[config.mk]
export PLATFORM = sky130hd
export DESIGN_NAME = school_mips_top_flat
export DESIGN_NICKNAME = d
export VERILOG_FILES = /design/src/rtl/sm_pkg.sv /design/src/rtl/school_mips_if.sv /design/src/rtl/sm_clk_divider.sv /design/src/rtl/sm_cpu.sv /design/src/rtl/sm_register_file.sv /design/src/rtl/sm_rom.sv /design/src/rtl/school_mips_top.sv /design/src/flat_wrapper.sv
export SDC_FILE = /design/constraint.sdc
export NUM_CORES = 1
export LEC_CHECK = 0
export ABC_AREA = 1
export CAP_MARGIN = 0
export CORE_MARGIN = 3
export CORE_UTILIZATION = 55
export CTS_BUF_LIST = sky130_fd_sc_hd__clkbuf_4 sky130_fd_sc_hd__clkbuf_8 sky130_fd_sc_hd__clkbuf_16
export DETAILED_ROUTE_END_ITERATION = 8
export GPL_TIMING_DRIVEN = 0
export HOLD_SLACK_MARGIN = 0.15
export MAX_ROUTING_LAYER = met4
export PLACE_DENSITY_LB_ADDON = 0.1
export SLEW_MARGIN = 20
export SYNTH_ARGS = -nofsm -noshare
export SYNTH_HDL_FRONTEND = slang
export SYNTH_SLANG_ARGS = --single-unit
[constraint.sdc]
create_clock -name clk -period 5.1 [get_ports clk]
set_clock_uncertainty 0.2 [all_clocks]
set_input_delay 1.02 -clock clk [delete_from_list [all_inputs] [get_ports clk]]
set_output_delay 1.02 -clock clk [all_outputs]
set_load 0.05 [all_outputs]
[src/rtl/sm_pkg.sv]
// Shared constants for the school MIPS subset: opcodes, R-type function codes
// and the ALU operation encoding used by the datapath decoder.
package sm_pkg;

    localparam logic [5:0] OP_RTYPE = 6'h00;
    localparam logic [5:0] OP_BEQ   = 6'h04;
    localparam logic [5:0] OP_BNE   = 6'h05;
    localparam logic [5:0] OP_ADDIU = 6'h09;
    localparam logic [5:0] OP_LUI   = 6'h0F;

    localparam logic [5:0] FN_SRL  = 6'h02;
    localparam logic [5:0] FN_ADDU = 6'h21;
    localparam logic [5:0] FN_SUBU = 6'h23;
    localparam logic [5:0] FN_OR   = 6'h25;
    localparam logic [5:0] FN_SLTU = 6'h2B;

    typedef enum logic [2:0] {
        ALU_ADD,
        ALU_SUB,
        ALU_OR,
        ALU_SRL,
        ALU_SLTU,
        ALU_LUI
    } aluOp_t;

    function automatic logic [31:0] signExtend(input logic [15:0] imm);
        return {{16{imm[15]}}, imm};
    endfunction

endpackage

[src/rtl/school_mips_if.sv]
// Board-facing bundle of the teaching CPU: divider control, the processor
// clock and the debug register read port.
interface school_mips_if;

    logic [3:0]  clk_devide;
    logic        clk_enable;
    logic        cpu_clk;
    logic [4:0]  reg_addr;
    logic [31:0] reg_data;

    modport master (
        output clk_devide,
        output clk_enable,
        output reg_addr,
        input  cpu_clk,
        input  reg_data
    );

    modport slave (
        input  clk_devide,
        input  clk_enable,
        input  reg_addr,
        output cpu_clk,
        output reg_data
    );

endinterface

[src/rtl/sm_clk_divider.sv]
// Free-running counter divider; cpu_clk is one selectable counter bit, or the
// board clock itself when the divider is bypassed for simulation.
module sm_clk_divider #(
    parameter int DIV_SHIFT  = 16,
    parameter int DIV_BYPASS = 0
) (
    input  logic       clk,
    input  logic       rst_n,
    input  logic [3:0] clk_devide,
    input  logic       clk_enable,
    output logic       cpu_clk
);

    localparam int CNT_W = DIV_SHIFT + 16;

    logic [CNT_W-1:0] count;
    logic             tapBit;

    always_ff @(posedge clk or posedge rst_n) begin
        if (rst_n)
            count <= '0;
        else if (clk_enable)
            count <= count + CNT_W'(1);
    end

    // Explicit mux over the 16 legal taps keeps the index in range for any DIV_SHIFT.
    always_comb begin
        tapBit = 1'b0;
        for (int i = 0; i < 16; i++) begin
            if (clk_devide == 4'(i))
                tapBit = count[DIV_SHIFT + i];
        end
    end

    assign cpu_clk = (DIV_BYPASS != 0) ? clk : tapBit;

endmodule

[src/rtl/sm_cpu.sv]
// Single-cycle datapath: decode, ALU, branch resolution and the program
// counter; every instruction retires on one rising clk edge.
module sm_cpu
    import sm_pkg::*;
(
    input  logic        clk,
    input  logic        rst_n,
    input  logic [31:0] instr,
    output logic [29:0] romAddr,
    input  logic [4:0]  regAddr,
    output logic [31:0] regData
);

    logic [31:0] pc;
    logic [31:0] pcPlus4;
    logic [31:0] pcNext;

    logic [5:0]  opcode;
    logic [4:0]  rs;
    logic [4:0]  rt;
    logic [4:0]  rd;
    logic [4:0]  shamt;
    logic [5:0]  funct;
    logic [15:0] imm;
    logic [31:0] sextImm;

    logic [31:0] rsVal;
    logic [31:0] rtVal;
    logic [31:0] srcB;
    logic [31:0] aluResult;

    logic        regWe;
    logic [4:0]  wAddr;
    aluOp_t      aluOp;
    logic        useImm;
    logic        takeBranch;

    assign opcode  = instr[31:26];
    assign rs      = instr[25:21];
    assign rt      = instr[20:16];
    assign rd      = instr[15:11];
    assign shamt   = instr[10:6];
    assign funct   = instr[5:0];
    assign imm     = instr[15:0];
    assign sextImm = signExtend(imm);

    sm_register_file rf (
        .clk     (clk),
        .rst_n   (rst_n),
        .rsAddr  (rs),
        .rtAddr  (rt),
        .dbgAddr (regAddr),
        .rsData  (rsVal),
        .rtData  (rtVal),
        .dbgData (regData),
        .we      (regWe),
        .wAddr   (wAddr),
        .wData   (aluResult)
    );

    // Unsupported opcodes and functs fall out as no-write, sequential pc.
    always_comb begin
        regWe      = 1'b0;
        wAddr      = rd;
        aluOp      = ALU_ADD;
        useImm     = 1'b0;
        takeBranch = 1'b0;
        case (opcode)
            OP_RTYPE: begin
                case (funct)
                    FN_ADDU: begin regWe = 1'b1; aluOp = ALU_ADD;  end
                    FN_SUBU: begin regWe = 1'b1; aluOp = ALU_SUB;  end
                    FN_OR:   begin regWe = 1'b1; aluOp = ALU_OR;   end
                    FN_SRL:  begin regWe = 1'b1; aluOp = ALU_SRL;  end
                    FN_SLTU: begin regWe = 1'b1; aluOp = ALU_SLTU; end
                    default: regWe = 1'b0;
                endcase
            end
            OP_ADDIU: begin
                regWe  = 1'b1;
                wAddr  = rt;
                useImm = 1'b1;
                aluOp  = ALU_ADD;
            end
            OP_LUI: begin
                regWe = 1'b1;
                wAddr = rt;
                aluOp = ALU_LUI;
            end
            OP_BEQ:  takeBranch = (rsVal == rtVal);
            OP_BNE:  takeBranch = (rsVal != rtVal);
            default: regWe = 1'b0;
        endcase
    end

    assign srcB = useImm ? sextImm : rtVal;

    always_comb begin
        case (aluOp)
            ALU_ADD:  aluResult = rsVal + srcB;
            ALU_SUB:  aluResult = rsVal - srcB;
            ALU_OR:   aluResult = rsVal | srcB;
            ALU_SRL:  aluResult = srcB >> shamt;
            ALU_SLTU: aluResult = {31'd0, (rsVal < srcB)};
            ALU_LUI:  aluResult = {imm, 16'h0000};
            default:  aluResult = rsVal + srcB;
        endcase
    end

    assign pcPlus4 = pc + 32'd4;
    assign pcNext  = takeBranch ? (pcPlus4 + {sextImm[29:0], 2'b00}) : pcPlus4;
    assign romAddr = pc[31:2];

    always_ff @(posedge clk or posedge rst_n) begin
        if (rst_n)
            pc <= '0;
        else
            pc <= pcNext;
    end

endmodule

[src/rtl/sm_register_file.sv]
// 32x32 register file: two operand read ports, one debug read port and one
// write port. r0 is hard-wired to zero.
module sm_register_file (
    input  logic        clk,
    input  logic        rst_n,
    input  logic [4:0]  rsAddr,
    input  logic [4:0]  rtAddr,
    input  logic [4:0]  dbgAddr,
    output logic [31:0] rsData,
    output logic [31:0] rtData,
    output logic [31:0] dbgData,
    input  logic        we,
    input  logic [4:0]  wAddr,
    input  logic [31:0] wData
);

    logic [31:0] rf [32];

    always_ff @(posedge clk or posedge rst_n) begin
        if (rst_n) begin
            for (int i = 0; i < 32; i++)
                rf[i] <= '0;
        end else if (we && (wAddr != 5'd0)) begin
            rf[wAddr] <= wData;
        end
    end

    assign rsData  = (rsAddr  == 5'd0) ? 32'd0 : rf[rsAddr];
    assign rtData  = (rtAddr  == 5'd0) ? 32'd0 : rf[rtAddr];
    assign dbgData = (dbgAddr == 5'd0) ? 32'd0 : rf[dbgAddr];

endmodule

[src/rtl/sm_rom.sv]
// Asynchronous-read instruction ROM; contents are loaded from a hex image.
module sm_rom #(
    parameter int WORDS = 64
) (
    input  logic [29:0] wordAddr,
    output logic [31:0] data
);

    localparam int AW = (WORDS > 1) ? $clog2(WORDS) : 1;

    logic [31:0]   rom [WORDS];
    logic [AW-1:0] index;

    assign index = AW'(wordAddr % 30'(WORDS));
    assign data  = rom[index];

endmodule

[src/rtl/school_mips_top.sv]
// Top of the teaching processor: clock divider, instruction ROM and the
// single-cycle CPU, with a debug register read port on the board bundle.
module school_mips_top #(
    parameter int DIV_SHIFT  = 16,
    parameter int DIV_BYPASS = 0,
    parameter int ROM_WORDS  = 64
) (
    input  logic         clk,
    input  logic         rst_n,
    school_mips_if.slave bus
);

    logic        cpuClk;
    logic [29:0] romAddr;
    logic [31:0] instr;

    sm_clk_divider #(
        .DIV_SHIFT  (DIV_SHIFT),
        .DIV_BYPASS (DIV_BYPASS)
    ) divider (
        .clk        (clk),
        .rst_n      (rst_n),
        .clk_devide (bus.clk_devide),
        .clk_enable (bus.clk_enable),
        .cpu_clk    (cpuClk)
    );

    assign bus.cpu_clk = cpuClk;

    sm_rom #(
        .WORDS (ROM_WORDS)
    ) reset_rom (
        .wordAddr (romAddr),
        .data     (instr)
    );

    sm_cpu cpu (
        .clk     (cpuClk),
        .rst_n   (rst_n),
        .instr   (instr),
        .romAddr (romAddr),
        .regAddr (bus.reg_addr),
        .regData (bus.reg_data)
    );

endmodule

[src/flat_wrapper.sv]
// flat-port wrapper written by rule: the top's interface ports become plain ports
module school_mips_top_flat 
#(
    parameter int DIV_SHIFT  = 16,
    parameter int DIV_BYPASS = 0,
    parameter int ROM_WORDS  = 64
)
  (clk, rst_n, bus_clk_devide, bus_clk_enable, bus_reg_addr, bus_cpu_clk, bus_reg_data);
  school_mips_if bus_i ();
  input  logic clk;
  input  logic rst_n;
  input wire logic [$bits(bus_i.clk_devide)-1:0] bus_clk_devide;
  input wire logic [$bits(bus_i.clk_enable)-1:0] bus_clk_enable;
  input wire logic [$bits(bus_i.reg_addr)-1:0] bus_reg_addr;
  output wire logic [$bits(bus_i.cpu_clk)-1:0] bus_cpu_clk;
  output wire logic [$bits(bus_i.reg_data)-1:0] bus_reg_data;
  assign bus_i.clk_devide = bus_clk_devide;
  assign bus_i.clk_enable = bus_clk_enable;
  assign bus_i.reg_addr = bus_reg_addr;
  assign bus_cpu_clk = bus_i.cpu_clk;
  assign bus_reg_data = bus_i.reg_data;
  school_mips_top #(.DIV_SHIFT(DIV_SHIFT), .DIV_BYPASS(DIV_BYPASS), .ROM_WORDS(ROM_WORDS)) u_core (.clk(clk), .rst_n(rst_n), .bus(bus_i));
endmodule
# After elaboration in Yosys (flattened, before gate mapping)
# Index checks and enable logic that the tools add are counted.
[op_classes]
magnitude_cmp = 6
mul = 0
div = 0
mux = 39
n_eq_ne = 27
shift = 1
bitwise_logic = 5
n_addsub = 3
n_reduce_logical = 10
[ops]
columns = ["cell", "n"]
rows = [
  ["bitwise mux 1024 bit", 1],
  ["binary-select mux 32 bit (select 5 bit)", 3],
  ["two-way mux 32 bit", 11],
  ["demux 32 bit (select 5 bit)", 1],
  ["one-hot mux 32 bit (5 select lines)", 1],
  ["adder 32 x 1 -> 32 bit (second input constant)", 1],
  ["adder 32 bit", 1],
  ["equality test 4 bit (second input constant)", 8],
  ["less-than comparator 32 bit", 1],
  ["bitwise OR 32 bit", 1],
  ["right shift 32 x 5 -> 32 bit (second input constant)", 1],
  ["subtractor 32 bit", 1],
  ["equality test 6 bit (both inputs constant)", 4],
  ["greater-or-equal comparator 6 bit (second input constant)", 4],
  ["two-way mux 1 bit", 18],
  ["equality test 4 x 3 -> 1 bit (second input constant)", 4],
  ["equality test 6 x 4 -> 1 bit (both inputs constant)", 2],
  ["inverter 5 -> 6 bit", 2],
  ["inverter 5 -> 6 bit (first input constant)", 2],
  ["one-hot mux 3 bit (4 select lines)", 1],
  ["logical NOT 5 bit (first input constant)", 2],
  ["equality test 4 x 2 -> 1 bit (second input constant)", 2],
  ["equality test 3 x 2 -> 1 bit (second input constant)", 2],
  ["equality test 3 bit (second input constant)", 2],
  ["14 further kinds", 15],
]
[totals]
input_bits = 12
ram_bits = 0
mem_bits_ro = 0
memories = 0
out_inout_bits = 33
latchBits = 0
ff_bits = 1056

# Longest topological paths before layout
[depth]
ltp_word = 17
mapped_depth = 10
depth_no_buf = 10

# Modules after synthesis
# From an unflattened synthesis, not the netlist that was laid out.
[hier_totals]
hier_cells = 13146
hier_area_um2 = 80282.0
[modules_own_cells]
columns = ["mod", "area_per_inst_um2", "cells_per_inst", "n_inst", "seq_area_each_um2"]
rows = [
  ["sm_register_file", 66463.7, 10699, 1, 25624.6],
  ["sm_cpu", 11666.2, 2171, 1, 750.7],
  ["sm_clk_divider", 1908.1, 243, 1, 800.8],
  ["sm_rom", 244.0, 33, 1, 0.0],
]

==> flow_summary.json <==
{
  "tns_ns": 0,
  "syn_area_mm2": 0.00212,
  "critPathRequiredTime_ns": 3.88,
  "port_buffers": 6,
  "cts_made_buffers": 5,
  "yosys.area.top_type": "dfrtp_1",
  "coreArea_mm2": 0.00352,
  "ir_worst_vdd_uv": 190,
  "start_util_pct": 60.2,
  "ys_top_cells_by_count": "nand2_1 (55), inv_1 (39), buf_4 (32), dfrtp_1 (32), nor2_1 (26)",
  "clock_latency_ns": 0.28,
  "wl_per_cell_um": 10.6,
  "gp_congestion": 0.862,
  "fillers": 318,
  "crit_fanout": 6,
  "cts_tree": "yes",
  "drive_gt1_share_pct": 18.3,
  "grt_pass1_vias": 1553,
  "ios": 45,
  "startpoint_type": "input port",
  "drv_slew": 0,
  "diodes": 0,
  "setup_viol": 0,
  "async_flop_share_pct": 100,
  "syn_inst": 272,
  "yosysWarnings": 0,
  "yosysMostFrequentCell": "nand2_1",
  "worst-endpoint-arrival_ns": 2.99,
  "largest_reg_flops": 32,
  "wl_um": 3840,
  "ys_top_cells_by_area": "dfrtp_1 (38%), buf_4 (11%), nand2_1 (9.7%), xor2_1 (7.4%), inv_1 (6.9%)",
  "first_pass_iters": 4,
  "overflow": 0,
  "hold_class": "reg -> reg",
  "cts_hold_buffers": 0,
  "seq_area_frac_synth_pct": 37.8,
  "ant_nets": 0,
  "clk_pin_slew_worst_paths_ns": 0.07,
  "min_period_ns": 4.21,
  "rsz0062_at_grt": "false",
  "num_rows": 21,
  "synth_cell_type_count": 22,
  "ctsResizeCount": 0,
  "top_register": "u_core.divider.count",
  "die_x_um": 68.1,
  "vias_per_cell": 4.68,
  "drc": 0,
  "cts.path.max_buffers": 2,
  "cap_violations": 0,
  "min_period_over_period_pct": 82.5,
  "antenna_found_initial": 0,
  "cts_max_level": 2,
  "vias": 1700,
  "clock-sinks": 32,
  "largestRegisters": "u_core.divider.count (32)",
  "syn-mean-instance-area_um2": 7.79,
  "status": "completed",
  "synth_top_area_share_pct": 37.8,
  "hold_viol": 0,
  "post_cts_buffers": 0,
  "multi_input_area_mm2": 0.00104,
  "final-seq-area_um2": 801,
  "drtIter0Drc": 123,
  "synth_edf_count": 0,
  "dp_hpwl_um": 3060,
  "ys_ff_latch": 32,
  "grt_pass1_wl_um": 6610,
  "cts_root_buffer": "clkbuf_8",
  "power_mw": 0.663,
  "max_clock_freq_ghz": 0.238,
  "synth_ff_type": "dfrtp_1",
  "criticalPathCategory": "in -> out",
  "worst_setup_path_end_kind": "output port",
  "grt_max_degree": 33,
  "final_nets": 329,
  "die_h_um": 68.1,
  "die_area_mm2": 0.00463,
  "p_per_area_mw_per_mm2": 271,
  "grt_usage_pct": 19.9,
  "areaGrowthSynthToFinish_pct": 15.4,
  "p_leak_nw": 1.30,
  "worst_pin_slew_ns": 0.650,
  "timing.slew.headroom_pct": 56.6
}
cell families (layout without fill, tap and decap cells):
family,count (synthesis),after routing,share of synthesized area (%)
simple gates,137,137,31.1
buf+inv,73,87,18.7
flops,32,32,37.8
xor+xnor,27,27,11.2
fa+ha+maj,1,1,0.591
other cells,1,32,0.177
mux,1,1,0.532
path summary, 6_finish.rpt:
kind,start,endpoint,slack [ns],depth (start not counted)
setup / recovery,bus_clk_devide[1],bus_cpu_clk,0.89,11
hold / removal,u_core.divider.count[5],u_core.divider.count[5],0.30,1
setup reg to reg,u_core.divider.count[0],u_core.divider.count[24],3.29,10
hold reg to reg,u_core.divider.count[5],u_core.divider.count[5],0.30,1
max in group asynchronous,rst_n,u_core.divider.count[25],3.32,2
min in group asynchronous,rst_n,u_core.divider.count[11],0.96,2
critical path, stage by stage:
cell,delay [ns]
clkdlybuf4s50_1,0.50
inv_1,0.18
nand3_1,0.10
nand2_1,0.07
nor2_1,0.04
nor2_1,0.08
nor2_1,0.04
nand2_1,0.06
nand2_1,0.04
nand4_1,0.06
clkdlybuf4s50_1,0.80
placed cells by master (no fill, tap or decap), types with 4 or more instances in the layout:
cell type	instances
nand3_1	23
nand2_1	55
xnor2_1	9
nor2_4	4
dfrtp_1	32
nand2_2	5
buf_4	32
clkdlybuf4s50_1	6
inv_1	38
conb_1	32
nor3_1	8
nand4_1	10
nor2_1	26
xor2_1	18
clkbuf_8	6
area by class of cell:
cell class | instances | area share, %
Timing Repair Buffer | 6 | 2.46
Inverter | 40 | 6.14
Multi-Input combinational cell | 198 | 42.5
Sequential cell | 32 | 32.8
Clock buffer | 6 | 3.38
Clock inverter | 2 | 0.409
Tap cell | 46 | 2.35
Buffer | 33 | 10.0
power breakdown:
group / total, mW / internal (mW) / leakage, nW / switching (mW)
combinational: 0.160 / 0.0524 / 0.848 / 0.107
sequential: 0.306 / 0.279 / 0.403 / 0.0277
clock: 0.197 / 0.107 / 0.0510 / 0.0891
per-layer routing:
metal	track usage, %	up-vias	wire (um)
met5	-	-	0
met4	6.70	0	51
met3	4.76	6	374
met2	29.6	71	1670
met1	26.6	757	1750
li1	-	866	-
stage by stage:
step                hold slack, ns  instance area, um2  setup WS, ns  std cells  util [%]
floorplan                    0.262                2230          1.72        303         -
CTS                          0.299                2440         0.900        363      69.4
finish                       0.296                2440         0.892        363      69.4
detailed placement           0.289                2350         0.900        355      66.8
global placement             0.282                2350         0.904        355      66.8
global route                 0.313                2440         0.727        363      69.4
Power figures use the tool's default switching activity.
